**config.mk**
```make
export PLATFORM = sky130hd
export DESIGN_NAME = npu_conv_sequencer_flat
export DESIGN_NICKNAME = d
export VERILOG_FILES = /design/src/rtl/npu_pkg.sv /design/src/rtl/npu_conv_sequencer_if.sv /design/src/rtl/npu_tap_counter.sv /design/src/rtl/npu_conv_sequencer.sv /design/src/flat_wrapper.sv
export SDC_FILE = /design/constraint.sdc
export NUM_CORES = 1
export LEC_CHECK = 0
export BUFFER_PORTS_ARGS = -buffer_cell sky130_fd_sc_hd__buf_2
export CORE_MARGIN = 5
export CORE_UTILIZATION = 50
export CTS_CLUSTER_SIZE = 28
export DETAILED_ROUTE_END_ITERATION = 6
export MAX_ROUTING_LAYER = met4
export PLACE_DENSITY = 0.75
export SLEW_MARGIN = 30
export SYNTH_ARGS = -nofsm -noshare
export SYNTH_HDL_FRONTEND = slang
export SYNTH_HIERARCHICAL = 1
export SYNTH_SLANG_ARGS = --single-unit
```
**constraint.sdc**
```tcl
create_clock -name clk -period 2.9 [get_ports clk]
set_input_delay 0.29 -clock clk [delete_from_list [all_inputs] [get_ports clk]]
set_output_delay 0.29 -clock clk [all_outputs]
set_load 0.01 [all_outputs]
```
**src/rtl/npu_pkg.sv**
```systemverilog
// npu_pkg: shared defaults, select widths and sequencer state encoding
package npu_pkg;
  localparam int N_DEF = 10;
  localparam int K_SIZE_DEF = 3;
  localparam int TAPS_DEF = K_SIZE_DEF * K_SIZE_DEF;
  localparam int SEL_A_W = $clog2(TAPS_DEF);
  localparam int SEL_B_W = $clog2(2 * TAPS_DEF);
  typedef enum logic [2:0] {IDLE, CLEAR, MAC, DRAIN, DONE} state_e;
endpackage

```
**src/rtl/npu_conv_sequencer_if.sv**
```systemverilog
// npu_conv_sequencer_if: run control, config and PE control bundle of the conv sequencer
interface npu_conv_sequencer_if
  import npu_pkg::*;
#(
  parameter int N  = N_DEF,
  parameter int AW = SEL_A_W,
  parameter int BW = SEL_B_W
);
  logic          start, abort;
  logic [N-1:0]  cfg_pe_mask;
  logic          cfg_bcast, cfg_mode_sel, cfg_acc_keep, buf_wr_req;
  logic [N-1:0]  pe_en, pe_mode_sel, pe_reg_reset;
  logic [AW-1:0] pe_mux_a_sel;
  logic [BW-1:0] pe_mux_b_sel;
  logic          busy, done, aborted, wr_conflict;
  logic [15:0]   run_cnt;
  modport master (
    output start, abort, cfg_pe_mask, cfg_bcast, cfg_mode_sel, cfg_acc_keep, buf_wr_req,
    input  pe_en, pe_mode_sel, pe_reg_reset, pe_mux_a_sel, pe_mux_b_sel,
           busy, done, aborted, wr_conflict, run_cnt
  );
  modport slave (
    input  start, abort, cfg_pe_mask, cfg_bcast, cfg_mode_sel, cfg_acc_keep, buf_wr_req,
    output pe_en, pe_mode_sel, pe_reg_reset, pe_mux_a_sel, pe_mux_b_sel,
           busy, done, aborted, wr_conflict, run_cnt
  );
endinterface

```
**src/rtl/npu_tap_counter.sv**
```systemverilog
// npu_tap_counter: kernel tap index 0..TAPS-1 with last-tap flag
module npu_tap_counter #(
  parameter int TAPS = 9,
  parameter int W    = $clog2(TAPS)
) (
  input  logic         clk,
  input  logic         rst_n,
  input  logic         load_i,
  input  logic         en_i,
  output logic [W-1:0] cnt_o,
  output logic         last_o
);
  logic [W-1:0] cnt_q;
  always_ff @(posedge clk or negedge rst_n)
    if (!rst_n) cnt_q <= '0;
    else if (load_i) cnt_q <= '0;
    else if (en_i) cnt_q <= last_o ? '0 : cnt_q + W'(1);
  assign cnt_o  = cnt_q;
  assign last_o = cnt_q == W'(TAPS - 1);
endmodule

```
**src/rtl/npu_conv_sequencer.sv**
```systemverilog
// npu_conv_sequencer: sequences clear / MAC taps / drain / done for a PE array.
// Outputs are registered from the next state so they line up with the state they describe.
module npu_conv_sequencer
  import npu_pkg::*;
#(
  parameter int N               = N_DEF,
  parameter int K_SIZE          = K_SIZE_DEF,
  parameter int PE_LAT          = 1,
  parameter int SEL_MUX_A_WIDTH = $clog2(K_SIZE * K_SIZE),
  parameter int SEL_MUX_B_WIDTH = $clog2(2 * K_SIZE * K_SIZE)
) (
  input logic clk,
  input logic rst_n,
  npu_conv_sequencer_if.slave bus
);
  localparam int TAPS = K_SIZE * K_SIZE;
  localparam int AW = SEL_MUX_A_WIDTH;
  localparam int BW = SEL_MUX_B_WIDTH;
  state_e state_q, state_d;
  logic [N-1:0] mask_q, m, en_q, en_d, rst_q, rst_d, mode_q, mode_d;
  logic bcast_q, bc, msel_q, md, keep_q, kp, accept, last;
  logic [AW-1:0] tap, tap_nxt, a_q, a_d;
  logic [BW-1:0] b_q, b_d;
  logic [2:0] drain_q;
  logic done_q, done_d, busy_q, busy_d, abt_q, abt_d, wrc_q, wrc_d;
  logic [15:0] cnt_q, run_cnt_q;
  npu_tap_counter #(.TAPS(TAPS), .W(AW)) u_tap (
    .clk(clk), .rst_n(rst_n),
    .load_i(state_d == MAC && state_q != MAC),
    .en_i(state_q == MAC && state_d == MAC),
    .cnt_o(tap), .last_o(last)
  );
  always_comb begin
    accept = state_q == IDLE && bus.start && !bus.abort;
    m  = accept ? bus.cfg_pe_mask : mask_q;
    bc = accept ? bus.cfg_bcast : bcast_q;
    md = accept ? bus.cfg_mode_sel : msel_q;
    kp = accept ? bus.cfg_acc_keep : keep_q;
    state_d = state_q;
    case (state_q)
      IDLE:    state_d = !accept ? IDLE : m == '0 ? DONE : kp ? MAC : CLEAR;
      CLEAR:   state_d = MAC;
      MAC:     state_d = !last ? MAC : PE_LAT == 0 ? DONE : DRAIN;
      DRAIN:   state_d = drain_q == 3'(PE_LAT - 1) ? DONE : DRAIN;
      default: state_d = IDLE;
    endcase
    if (bus.abort && state_q != IDLE) state_d = IDLE;
    tap_nxt = state_q == MAC ? tap + AW'(1) : '0;
    en_d    = state_d == MAC ? m : '0;
    rst_d   = state_d == CLEAR ? m : '0;
    mode_d  = md && (state_d inside {CLEAR, MAC, DRAIN}) ? m : '0;
    a_d     = state_d == MAC ? tap_nxt : '0;
    b_d     = state_d == MAC ? BW'(tap_nxt) + (bc ? BW'(TAPS) : '0) : '0;
    busy_d  = state_d != IDLE;
    done_d  = state_d == DONE;
    abt_d   = bus.abort && state_q != IDLE;
    wrc_d   = accept ? 1'b0 : wrc_q | (bus.buf_wr_req && state_q != IDLE);
  end
  always_ff @(posedge clk or negedge rst_n)
    if (!rst_n) begin
      state_q <= IDLE;
      {mask_q, bcast_q, msel_q, keep_q} <= '0;
      {en_q, rst_q, mode_q, a_q, b_q} <= '0;
      {busy_q, done_q, abt_q, wrc_q} <= '0;
      drain_q <= '0;
      cnt_q <= '0;
    end else begin
      state_q <= state_d;
      {mask_q, bcast_q, msel_q, keep_q} <= {m, bc, md, kp};
      {en_q, rst_q, mode_q, a_q, b_q} <= {en_d, rst_d, mode_d, a_d, b_d};
      {busy_q, done_q, abt_q, wrc_q} <= {busy_d, done_d, abt_d, wrc_d};
      drain_q <= state_q == DRAIN ? drain_q + 3'd1 : '0;
      if (done_d) cnt_q <= cnt_q + 16'd1;
    end
  assign run_cnt_q        = cnt_q;
  assign bus.pe_en        = en_q;
  assign bus.pe_reg_reset = rst_q;
  assign bus.pe_mode_sel  = mode_q;
  assign bus.pe_mux_a_sel = a_q;
  assign bus.pe_mux_b_sel = b_q;
  assign bus.busy         = busy_q;
  assign bus.done         = done_q;
  assign bus.aborted      = abt_q;
  assign bus.wr_conflict  = wrc_q;
  assign bus.run_cnt      = run_cnt_q;
endmodule

```
**src/flat_wrapper.sv**
```systemverilog
// flat-port wrapper written by rule: the top's interface ports become plain ports
module npu_conv_sequencer_flat import npu_pkg::*;
#(
  parameter int N               = N_DEF,
  parameter int K_SIZE          = K_SIZE_DEF,
  parameter int PE_LAT          = 1,
  parameter int SEL_MUX_A_WIDTH = $clog2(K_SIZE * K_SIZE),
  parameter int SEL_MUX_B_WIDTH = $clog2(2 * K_SIZE * K_SIZE)
)
  (clk, rst_n, bus_start, bus_abort, bus_cfg_pe_mask, bus_cfg_bcast, bus_cfg_mode_sel, bus_cfg_acc_keep, bus_buf_wr_req, bus_pe_en, bus_pe_mode_sel, bus_pe_reg_reset, bus_pe_mux_a_sel, bus_pe_mux_b_sel, bus_busy, bus_done, bus_aborted, bus_wr_conflict, bus_run_cnt);
  npu_conv_sequencer_if #(.N(N)) bus_i ();
  input logic clk;
  input logic rst_n;
  input wire logic [$bits(bus_i.start)-1:0] bus_start;
  input wire logic [$bits(bus_i.abort)-1:0] bus_abort;
  input wire logic [$bits(bus_i.cfg_pe_mask)-1:0] bus_cfg_pe_mask;
  input wire logic [$bits(bus_i.cfg_bcast)-1:0] bus_cfg_bcast;
  input wire logic [$bits(bus_i.cfg_mode_sel)-1:0] bus_cfg_mode_sel;
  input wire logic [$bits(bus_i.cfg_acc_keep)-1:0] bus_cfg_acc_keep;
  input wire logic [$bits(bus_i.buf_wr_req)-1:0] bus_buf_wr_req;
  output wire logic [$bits(bus_i.pe_en)-1:0] bus_pe_en;
  output wire logic [$bits(bus_i.pe_mode_sel)-1:0] bus_pe_mode_sel;
  output wire logic [$bits(bus_i.pe_reg_reset)-1:0] bus_pe_reg_reset;
  output wire logic [$bits(bus_i.pe_mux_a_sel)-1:0] bus_pe_mux_a_sel;
  output wire logic [$bits(bus_i.pe_mux_b_sel)-1:0] bus_pe_mux_b_sel;
  output wire logic [$bits(bus_i.busy)-1:0] bus_busy;
  output wire logic [$bits(bus_i.done)-1:0] bus_done;
  output wire logic [$bits(bus_i.aborted)-1:0] bus_aborted;
  output wire logic [$bits(bus_i.wr_conflict)-1:0] bus_wr_conflict;
  output wire logic [$bits(bus_i.run_cnt)-1:0] bus_run_cnt;
  assign bus_i.start = bus_start;
  assign bus_i.abort = bus_abort;
  assign bus_i.cfg_pe_mask = bus_cfg_pe_mask;
  assign bus_i.cfg_bcast = bus_cfg_bcast;
  assign bus_i.cfg_mode_sel = bus_cfg_mode_sel;
  assign bus_i.cfg_acc_keep = bus_cfg_acc_keep;
  assign bus_i.buf_wr_req = bus_buf_wr_req;
  assign bus_pe_en = bus_i.pe_en;
  assign bus_pe_mode_sel = bus_i.pe_mode_sel;
  assign bus_pe_reg_reset = bus_i.pe_reg_reset;
  assign bus_pe_mux_a_sel = bus_i.pe_mux_a_sel;
  assign bus_pe_mux_b_sel = bus_i.pe_mux_b_sel;
  assign bus_busy = bus_i.busy;
  assign bus_done = bus_i.done;
  assign bus_aborted = bus_i.aborted;
  assign bus_wr_conflict = bus_i.wr_conflict;
  assign bus_run_cnt = bus_i.run_cnt;
  npu_conv_sequencer #(.N(N), .K_SIZE(K_SIZE), .PE_LAT(PE_LAT), .SEL_MUX_A_WIDTH(SEL_MUX_A_WIDTH), .SEL_MUX_B_WIDTH(SEL_MUX_B_WIDTH)) u_core (.clk(clk), .rst_n(rst_n), .bus(bus_i));
endmodule
```
---- Word-level counts from Yosys, hierarchy flattened ----
Cells that the tools add are included.
word-level totals
  register bits after elaboration ......... 82
  output and inout port bits .............. 59
  logic and storage cells ................. 69
operators by class
  add/sub/neg operators ................... 4
  eq/ne operators ......................... 9
  multiplexer cells ....................... 23
  bitwise operators ....................... 1
  reduce and logical (&&, ||, !) cells .... 15
operators with widths
  cell                                                                      number
  10-bit 2-to-1 mux                                                         4
  4-bit 2-to-1 mux                                                          6
  16-bit by 1-bit adder with 16-bit output (second input constant)          1
  3-bit 2-to-1 mux                                                          5
  3-bit by 2-bit == test with 1-bit output (second input constant)          4
  3-bit one-hot mux with 4 select lines                                     1
  10-bit logical NOT                                                        1
  3-bit nonzero test                                                        3
  1-bit logical AND                                                         7
  3-bit by 1-bit == test with 1-bit output (second input constant)          2
  3-bit logical NOT                                                         2
  4-bit by 5-bit adder with 5-bit output                                    1
  1-bit 2-to-1 mux                                                          5
  5-bit 2-to-1 mux                                                          1
  4-bit by 1-bit adder with 4-bit output (second input constant)            1
  4-bit == test (second input constant)                                     1
  3-bit by 1-bit adder with 3-bit output (second input constant)            1
  3-bit == test (second input constant)                                     1
  3-bit by 2-bit inequality test with 1-bit output (second input constant)  1
  2-bit 2-to-1 mux                                                          1
  2-bit nonzero test                                                        1
  1-bit logical NOT                                                         1
  1-bit OR                                                                  1

---- Depth between registers and ports, before layout ----
Gate-level depths: netlist of run 1.
  depth in word-level cells ............... 13
  mapped depth ............................ 11
  depth with buffers taken out ............ 11

---- Hierarchy ----
The synthesis of run 1 kept the hierarchy.
modules (own cells, without submodules)
  module              times used  cells each  area each (µm²)  seq. area each (µm²)
  npu_conv_sequencer  1           261         3110.5           1926.8
  npu_tap_counter     1           25          236.5            100.1

---- Least setup slack after synthesis of run 1 ----
Ideal clock, no wire load.
  path kind ............................... register -> register
  start ................................... register u_core.u_tap.cnt_q[0], in the netlist u_core/u_tap/cnt_o[0]
  end ..................................... register u_core.u_tap.cnt_q[2], in the netlist u_core/u_tap/cnt_o[2]
  library setup time ...................... 0.073 ns
  arrival time ............................ 1.978 ns
  setup slack ............................. 0.849 ns
  stages on the path, launching flop included .. 12
  buffers on the path ..................... 0
  clock period less this slack ............ 2.051 ns
  cells stage by stage .................... dfrtp_1 inv_1 ha_1 nand2_1 nor2_1 nand2b_1 mux2i_1 a32oi_1 nor2_1 nand2_2 or3b_1 a21oi_2
between the ends
  cells in the longest elaborated chain, start to end .. 7
  elaborated cells between the ends (all ways) .. 12
  those cells by class .................... 1 x add/sub; 2 x eq/ne; 6 x mux; 3 x reduce/logical
RTL lines
  item                                                    RTL line                                            RTL
  start, declared                                         npu_tap_counter.sv:13                               logic [W-1:0] cnt_q;
  start signal, assigned                                  npu_tap_counter.sv:17                               else if (en_i) cnt_q <= last_o ? '0 : cnt_q + W'(1);
  4-bit == test (*)                                       npu_tap_counter.sv:19                               assign last_o = cnt_q == W'(TAPS - 1);
  via u_core.last                                         npu_conv_sequencer.sv:21                            logic bcast_q, bc, msel_q, md, keep_q, kp, accept, last;
  1-bit 2-to-1 mux                                        npu_conv_sequencer.sv:43                            MAC: state_d = !last ? MAC : PE_LAT == 0 ? DONE : DRAIN;
  3-bit one-hot mux with 4 select lines                   npu_conv_sequencer.sv:40                            case (state_q)
  3-bit 2-to-1 mux                                        npu_conv_sequencer.sv:47                            if (bus.abort && state_q != IDLE) state_d = IDLE;
  3-bit by 2-bit == test with 1-bit output                npu_conv_sequencer.sv:29, npu_conv_sequencer.sv:30
  1-bit logical AND (on tied branches)                    npu_conv_sequencer.sv:29, npu_conv_sequencer.sv:30
  4-bit 2-to-1 mux or 2-bit nonzero test (tied branches)  n/a
The timed path passes the listed nets; every way through them passes the cells marked *. The select of a mux whose other input is x is not followed.
A chain may end at the register's enable or synchronous reset.

---- Worst setup path after layout of run 1 ----
Ends and elaborated chain as after synthesis.

==> flow_metrics.py, run 1 <==
metrics = {
    "sta": {
        "fin_crit_sh": 0.8186,
        "slew_headroom": 0.5357,
        "holdWs_ns": -0.04280,
        "setup_violations": 0,
        "max_freq_ghz": 0.4212,
        "finClkSkew_ns": 0.009953,
        "rsz0062_at_grt": "false",
        "hold_viol": 81,
        "worst_pin_slew_ns": 0.6964,
        "fin_setup_tns_ns": 0,
        "final_max_slew_viol_count": 0,
        "period_needed_ns": 2.374,
    },
    "place": {
        "io_buffer_count": 76,
        "place_area_mm2": 0.003782,
        "place_inst": 432,
        "routabilityCongestion": 0.8266,
        "dp_hpwl_um": 4656,
    },
    "setup_path": {
        "critPathKind": "reg -> reg",
        "cp_max_fo": 9,
        "required_ns": 3.17,
        "r2r_start": "u_core/u_tap/cnt_o[0]",
        "cp-start-kind": "flop",
        "worstSetupEndpointType": "flop",
        "cp.arrival_ns": 2.65,
        "r2r_setup_slack_ns": 0.53,
        "crit_start": "u_core/u_tap/cnt_o[0]",
    },
    "power": {
        "leakagePower_uw": 0.002198,
        "ir_drop_mv": 0.3845,
        "powerDensity_mw_per_mm2": 639.7,
        "power_uw": 2547,
    },
    "drt": {
        "detail_route.first_pass.iterations": 4,
        "via_count": 2289,
        "routed_wl_um": 6678,
        "avgRoutedWirePerCell_um": 14.91,
        "drcViolationCount": 0,
        "vias_per_cell": 5.109,
        "antenna_left": 0,
        "drt_iter0_drc": 162,
    },
    "worst_hold_path": {
        "hold_path.class": "in -> async",
    },
    "final_layout": {
        "final_nets": 393,
        "stdcell_count": 448,
        "syn_to_final_growth_pct": 18.95,
        "n_fill_cell": 530,
        "drive_gt1_frac": 0.2946,
        "design_area_mm2": 0.003981,
    },
    "yosys": {
        "yosys-top-cells-count": "81 x dfrtp_1, 47 x nor2_1, 18 x nand2_1",
        "syn-mean-instance-area_um2": 11.70,
        "netlist_area_mm2": 0.003347,
        "yosysWarnings": 6,
        "yosys.area.top_type": "dfrtp_1",
        "synthesis.nets": 313,
        "synth-seq-cells": 81,
        "synth_most_common_cell": "dfrtp_1",
        "synthTopCellsByArea": "dfrtp_1 61%, nor2_1 5.3%, xnor2_1 3.7%",
        "synth_cell_types": 52,
        "synthArstFlopShare": 1.000,
        "synthCells": 286,
        "ys_seq_area_frac": 0.6056,
        "synth_ff_type": "dfrtp_1",
        "synth_top_area_frac": 0.6056,
        "synth_edf_count": 0,
    },
    "clock_tree": {
        "clockBufferDepth": 2,
        "root_buffer": "clkbuf_8",
        "cts_max_level": 3,
        "cts_sinks": 81,
        "cts-hold-fix-buffers": 0,
        "clkLatencyLatePin_ns": 0.35,
        "cts_resized": 0,
        "path_clk_slew_ns": 0.08,
        "numCtsBuffers": 9,
        "cts_setup_buffers": 0,
        "cts_tree": "built",
    },
    "floorplan": {
        "io_pins": 77,
        "die_h_um": 91.82,
        "die-area_mm2": 0.008430,
        "die_w_um": 91.82,
        "fp-row-count": 29,
        "core-area_mm2": 0.006422,
        "initial_core_util": 0.5211,
    },
    "grt": {
        "grt-ovfl-total": 0,
        "grt_pass1_vias": 2350,
        "grt_max_degree": 82,
        "antenna_found_initial": 1,
        "grt_use_total": 0.1748,
        "grt_pass1_wl_um": 11230,
    },
    "outcome": {
        "violations": "hold timing",
        "status": "complete, but fails checks",
    },
    "run": {
        "maxCapViolCount": 0,
    },
}
## logic make-up (layout without fill, tap and decap cells)
| logic type | count (synthesis) | count (layout) | synth area share |
|---|---|---|---|
| DFF | 81 | 81 | 0.6056 |
| AOI/OAI and AO/OA | 19 | 19 | 0.03963 |
| xor gates and xnor gates | 20 | 20 | 0.05234 |
| buffers and inverters | 24 | 108 | 0.03439 |
| muxes | 13 | 13 | 0.03925 |
| adders and majority gates | 9 | 9 | 0.03365 |
| and+or+nand+nor | 120 | 120 | 0.1951 |
| other | 0 | 1 | 0 |
## final timing paths
kind / endpoint / cells past startpoint
setup / recovery: u_core/u_tap/cnt_o[2] / 11
hold / removal: u_core/bus.pe_reg_reset[2] / 1
setup reg to reg: u_core/u_tap/cnt_o[2] / 11
hold reg to reg: u_core/drain_q[0] / 1
max in group asynchronous: u_core/drain_q[2] / 1
min in group clk: u_core/msel_q / 2
## worst max-delay path: stages (launching register included)
cell and delay [ns]:
dfrtp_1 0.48, inv_1 0.10, ha_1 0.22, nand2_1 0.11, nor2_1 0.06, nand2b_1 0.14, mux2i_1 0.14, a32oi_1 0.09
nor2_1 0.36, nand2_2 0.09, or3b_1 0.38, a21oi_2 0.12
## per-stage QoR
stage	worst slack, ns	utilization
6_report	0.5261	0.6199
3_5_place_dp	0.5715	0.5889
5_1_grt	0.3419	0.6199
3_3_place_gp	0.6774	0.5889
4_1_cts	0.5406	0.6189
2_1_floorplan	0.8490	-
## registers in the layout, summed over array words and instances, names as in the netlist
name	cells
u_core/bus.pe_reg_reset	10
u_core/mask_q	10
u_core/bus.wr_conflict	1
u_core/state_q	3
u_core/bus.aborted	1
u_core/bus.pe_mux_b_sel	5
u_core/msel_q	1
u_core/bus.pe_mux_a_sel	4
u_core/bus.busy	1
u_core/bus.done	1
u_core/bus.pe_mode_sel	10
u_core/u_tap/cnt_o	4
u_core/bus.pe_en	10
u_core/drain_q	3
u_core/bcast_q	1
u_core/bus.run_cnt	16
## routing by layer
| layer | routed length (um) | vias up | global-route usage |
|---|---|---|---|
| li1 | - | 1108 | - |
| met1 | 3068 | 1119 | 0.2126 |
| met2 | 3170 | 55 | 0.2781 |
| met3 | 376 | 7 | 0.06056 |
| met4 | 63 | 0 | 0.05074 |
| met5 | 0 | - | - |
## where the power goes
part | switching [uW] | internal (uW)
sequential | 71.2 | 1250
clock | 409 | 399
combinational | 257 | 163
## layout make-up
cell class,count,area (um^2),area share
flip-flops and latches,81,2027,0.5091
clock buffers,9,123.9,0.03111
well taps,77,96.34,0.02420
inverters,15,56.30,0.01414
diodes,1,2.502,0.0006285
multi-input cells,181,1205,0.3026
clock inverters,6,68.82,0.01728
repair buffers,78,401.6,0.1009
## cells in the final DEF, fill, tap and decap left out, types with 2 or more instances in the layout
cell      netlist  layout
buf_4           1       2
a21oi_2         2       2
o21ai_0         2       2
nand2b_1        2       2
mux2i_1        12      12
xor2_1          6       6
or3_1           2       2
nor2b_1         3       3
nand3_2         3       3
a21boi_0        2       2
nand2_1        18      18
and4_1          2       2
a21o_1          2       2
xnor2_1        14      14
ha_1            9       9
dfrtp_1        81      81
nand3_1         8       8
nand4_1         6       6
buf_2           5      75
and3_1          4       4
clkinv_2        0       2
nor2_1         47      47
nor3_1          4       4
clkbuf_8        0       9
a21oi_1         4       4
nor4_2          2       2
clkinv_4        0       2
and2_1          3       3
inv_1          15      15
Note: power is estimated with default switching activity, not from simulation.
==> run 2: changes to the inputs <==
ABC_AREA = 1   (was unset)
PLACE_DENSITY = 0.74   (was 0.75)
clock period = 2.2 ns   (was 2.9 ns; I/O delays follow)
==> flow_metrics.py, run 2 <==
metrics = {
    "power": {
        "p_int_uw": 3208,
        "combPwrFrac": 0.363,
        "seq_power_share": 0.410,
        "p_sw_uw": 1789,
        "ir_drop_mv": 0.3855,
        "p_sw_frac": 0.3580,
        "clock_power_share": 0.227,
        "leakagePower_uw": 0.002594,
        "powerDensity_mw_per_mm2": 1101,
    },
    "place": {
        "routabilityCongestion": 0.8619,
        "io_buffer_count": 76,
        "place_area_mm2": 0.004239,
        "dp_hpwl_um": 5687,
        "place_inst": 578,
    },
    "sta": {
        "final_max_slew_viol_count": 0,
        "finClkSkew_ns": 0.01168,
        "rsz0062_at_grt": "true",
        "fin_crit_sh": 0.9854,
        "period_needed_ns": 2.168,
        "hold_viol": 0,
        "slew_headroom": 0.5994,
        "setup_violations": 0,
        "worst_pin_slew_ns": 0.6010,
        "max_freq_ghz": 0.4613,
    },
    "grt": {
        "grt_pass1_vias": 2699,
        "grt-ovfl-total": 0,
        "antenna_found_initial": 0,
        "grt_use_total": 0.1822,
        "grt_pass1_wl_um": 12300,
        "grt_max_degree": 49,
    },
    "floorplan": {
        "fp-row-count": 31,
        "io_pins": 77,
        "die_h_um": 95.12,
        "die-area_mm2": 0.009047,
        "die_w_um": 95.12,
        "initial_core_util": 0.5075,
        "core-area_mm2": 0.007137,
    },
    "setup_path": {
        "worstSetupEndpointType": "flop",
        "critPathKind": "reg -> reg",
        "cp.arrival_ns": 2.39,
        "cp_max_fo": 5,
        "required_ns": 2.43,
        "cp-start-kind": "flop",
        "slowest_delay_ns": 0.46,
        "crit_top_cell": "nand2_2",
        "crit_chain": "nor2_4, buf_6, nand4_1, nand2_2, nand2_1, nor2_2, nand3_2, nand2_1, nand3_1, nand2_2, inv_2, nand2_4, nor2_2, inv_2, nand2_2, a21oi_2, a21oi_1",
        "cp_slowest_cell": "dfrtp_2",
    },
    "yosys": {
        "synth_ff_type": "dfrtp_1",
        "synth_top_area_frac": 0.5596,
        "synth_most_common_cell": "nand2_1",
        "synthArstFlopShare": 1.000,
        "synth-seq-cells": 81,
        "syn-mean-instance-area_um2": 9.264,
        "yosys-top-cells-count": "87 x nand2_1, 81 x dfrtp_1, 63 x inv_1",
        "yosys.area.top_type": "dfrtp_1",
        "yosysWarnings": 6,
        "synthCells": 391,
        "synthTopCellsByArea": "dfrtp_1 56%, nand2_1 9.0%, inv_1 6.5%",
        "synth_edf_count": 0,
        "synthesis.nets": 418,
        "netlist_area_mm2": 0.003622,
        "synth_cell_types": 29,
        "ys_seq_area_frac": 0.5596,
    },
    "drt": {
        "via_count": 2823,
        "avgRoutedWirePerCell_um": 12.73,
        "vias_per_cell": 4.713,
        "drcViolationCount": 0,
        "antenna_left": 0,
        "drt_iter0_drc": 141,
        "detail_route.first_pass.iterations": 4,
        "routed_wl_um": 7625,
    },
    "run": {
        "maxCapViolCount": 0,
    },
    "final_layout": {
        "n_fill_cell": 616,
        "regArea_mm2": 0.002029,
        "n_antenna_cell": 0,
        "largest_reg_flops": 16,
        "syn_to_final_growth_pct": 25.32,
        "drive_gt1_frac": 0.3380,
        "design_area_mm2": 0.004539,
        "final_cell_mix": "83 x nand2_1, 79 x dfrtp_1, 75 x buf_2, 59 x inv_1, 39 x nor2_1",
        "final_nets": 523,
        "multiInputGateArea_mm2": 0.001340,
        "stdcell_count": 599,
        "final_common_cell": "nand2_1",
    },
    "clock_tree": {
        "numCtsBuffers": 9,
        "cts_max_level": 3,
        "clkLatencyLatePin_ns": 0.35,
        "cts_sinks": 81,
        "clockBufferDepth": 2,
        "root_buffer": "clkbuf_8",
        "path_clk_slew_ns": 0.07,
        "cts_tree": "built",
    },
    "outcome": {
        "status": "finished clean",
    },
    "worst_hold_path": {
        "hold_path.class": "in -> reg",
    },
}
==> run 2: area by class of cell <==
class                      instances  area share
sequential                        81      0.4471
multi-input combinational        239      0.2952
timing repair buffer             100      0.1309
inverter                          65     0.05375
clock buffer                       9     0.02729
tap                               99     0.02729
clock inverter                     6     0.01847
==> run 2: what timing repair did <==
action / 4_1_cts / 5_1_grt
pin swaps: 0 / 10
endpoints found under the setup margin: 4 / 28
hold buffers: 1 / 0
endpoints found under the hold margin: 47 / 0
buffers inserted: 0 / 5
resized for setup: 4 / 14
==> run 2: worst paths after layout <==
kind / start / endpoint / slack, ns / cells after the start
hold reg to reg: u_core/drain_q[0] / u_core/drain_q[0] / 0.46 / 1
setup / recovery: u_core/state_q[2] / u_core/u_tap/cnt_o[2] / 0.03 / 17
min in group asynchronous: rst_n / u_core/bus.pe_mode_sel[4] / 0.42 / 2
max in group asynchronous: rst_n / u_core/bus.run_cnt[0] / 1.19 / 3
hold / removal: bus_buf_wr_req / u_core/bus.wr_conflict / 0.11 / 3
setup reg to reg: u_core/state_q[2] / u_core/u_tap/cnt_o[2] / 0.03 / 17
==> run 2: power groups by stage <==
stage | clock network, uW | registers, uW | logic [uW]
after floorplan | 0 | 2180 | 938
after global placement | 0 | 2070 | 1650
after detailed placement | 0 | 2070 | 1690
after CTS | 1160 | 2050 | 1710
after global routing | 1230 | 2090 | 2010
final | 1130 | 2050 | 1810
==> run 2: per-layer routing <==
layer | share of wire | track usage | vias up
met1 | 0.41 | 0.2261 | 1327
met4 | 0.017 | 0.08534 | 0
met2 | 0.51 | 0.2910 | 86
li1 | - | - | 1402
met5 | 0 | - | -
met3 | 0.063 | 0.03157 | 8
==> run 2: kinds of logic after synthesis <==
logic type,synth area share
simple gates,0.2549
flops,0.5596
buf+inv,0.08256
xor+xnor,0.04594
compound gates,0.02590
fa+ha+maj,0.03109
==> run 2: worst max-delay path, delay by kind of cell, from the launching register on <==
family,cells,cell delay [ns]
simple gates,12,1.17
flops,1,0.46
buf+inv,3,0.25
compound gates,2,0.19
==> run 2: stage by stage <==
stage / worst slack (ns) / TNS, ns / utilization / power (uW) / hold slack, ns
after CTS: 0.01177 / 0 / 0.6259 / 4919 / 0.09999
after detailed placement: -0.08567 / -0.1829 / 0.5940 / 3765 / 0.2660
after floorplan: 0.01703 / 0 / - / 3120 / -0.07559
after global placement: 0.06336 / 0 / 0.5940 / 3718 / 0.2636
final: 0.03202 / 0 / 0.6360 / 4997 / 0.1106
after global routing: -0.1336 / -0.6863 / 0.6360 / 5332 / 0.1106
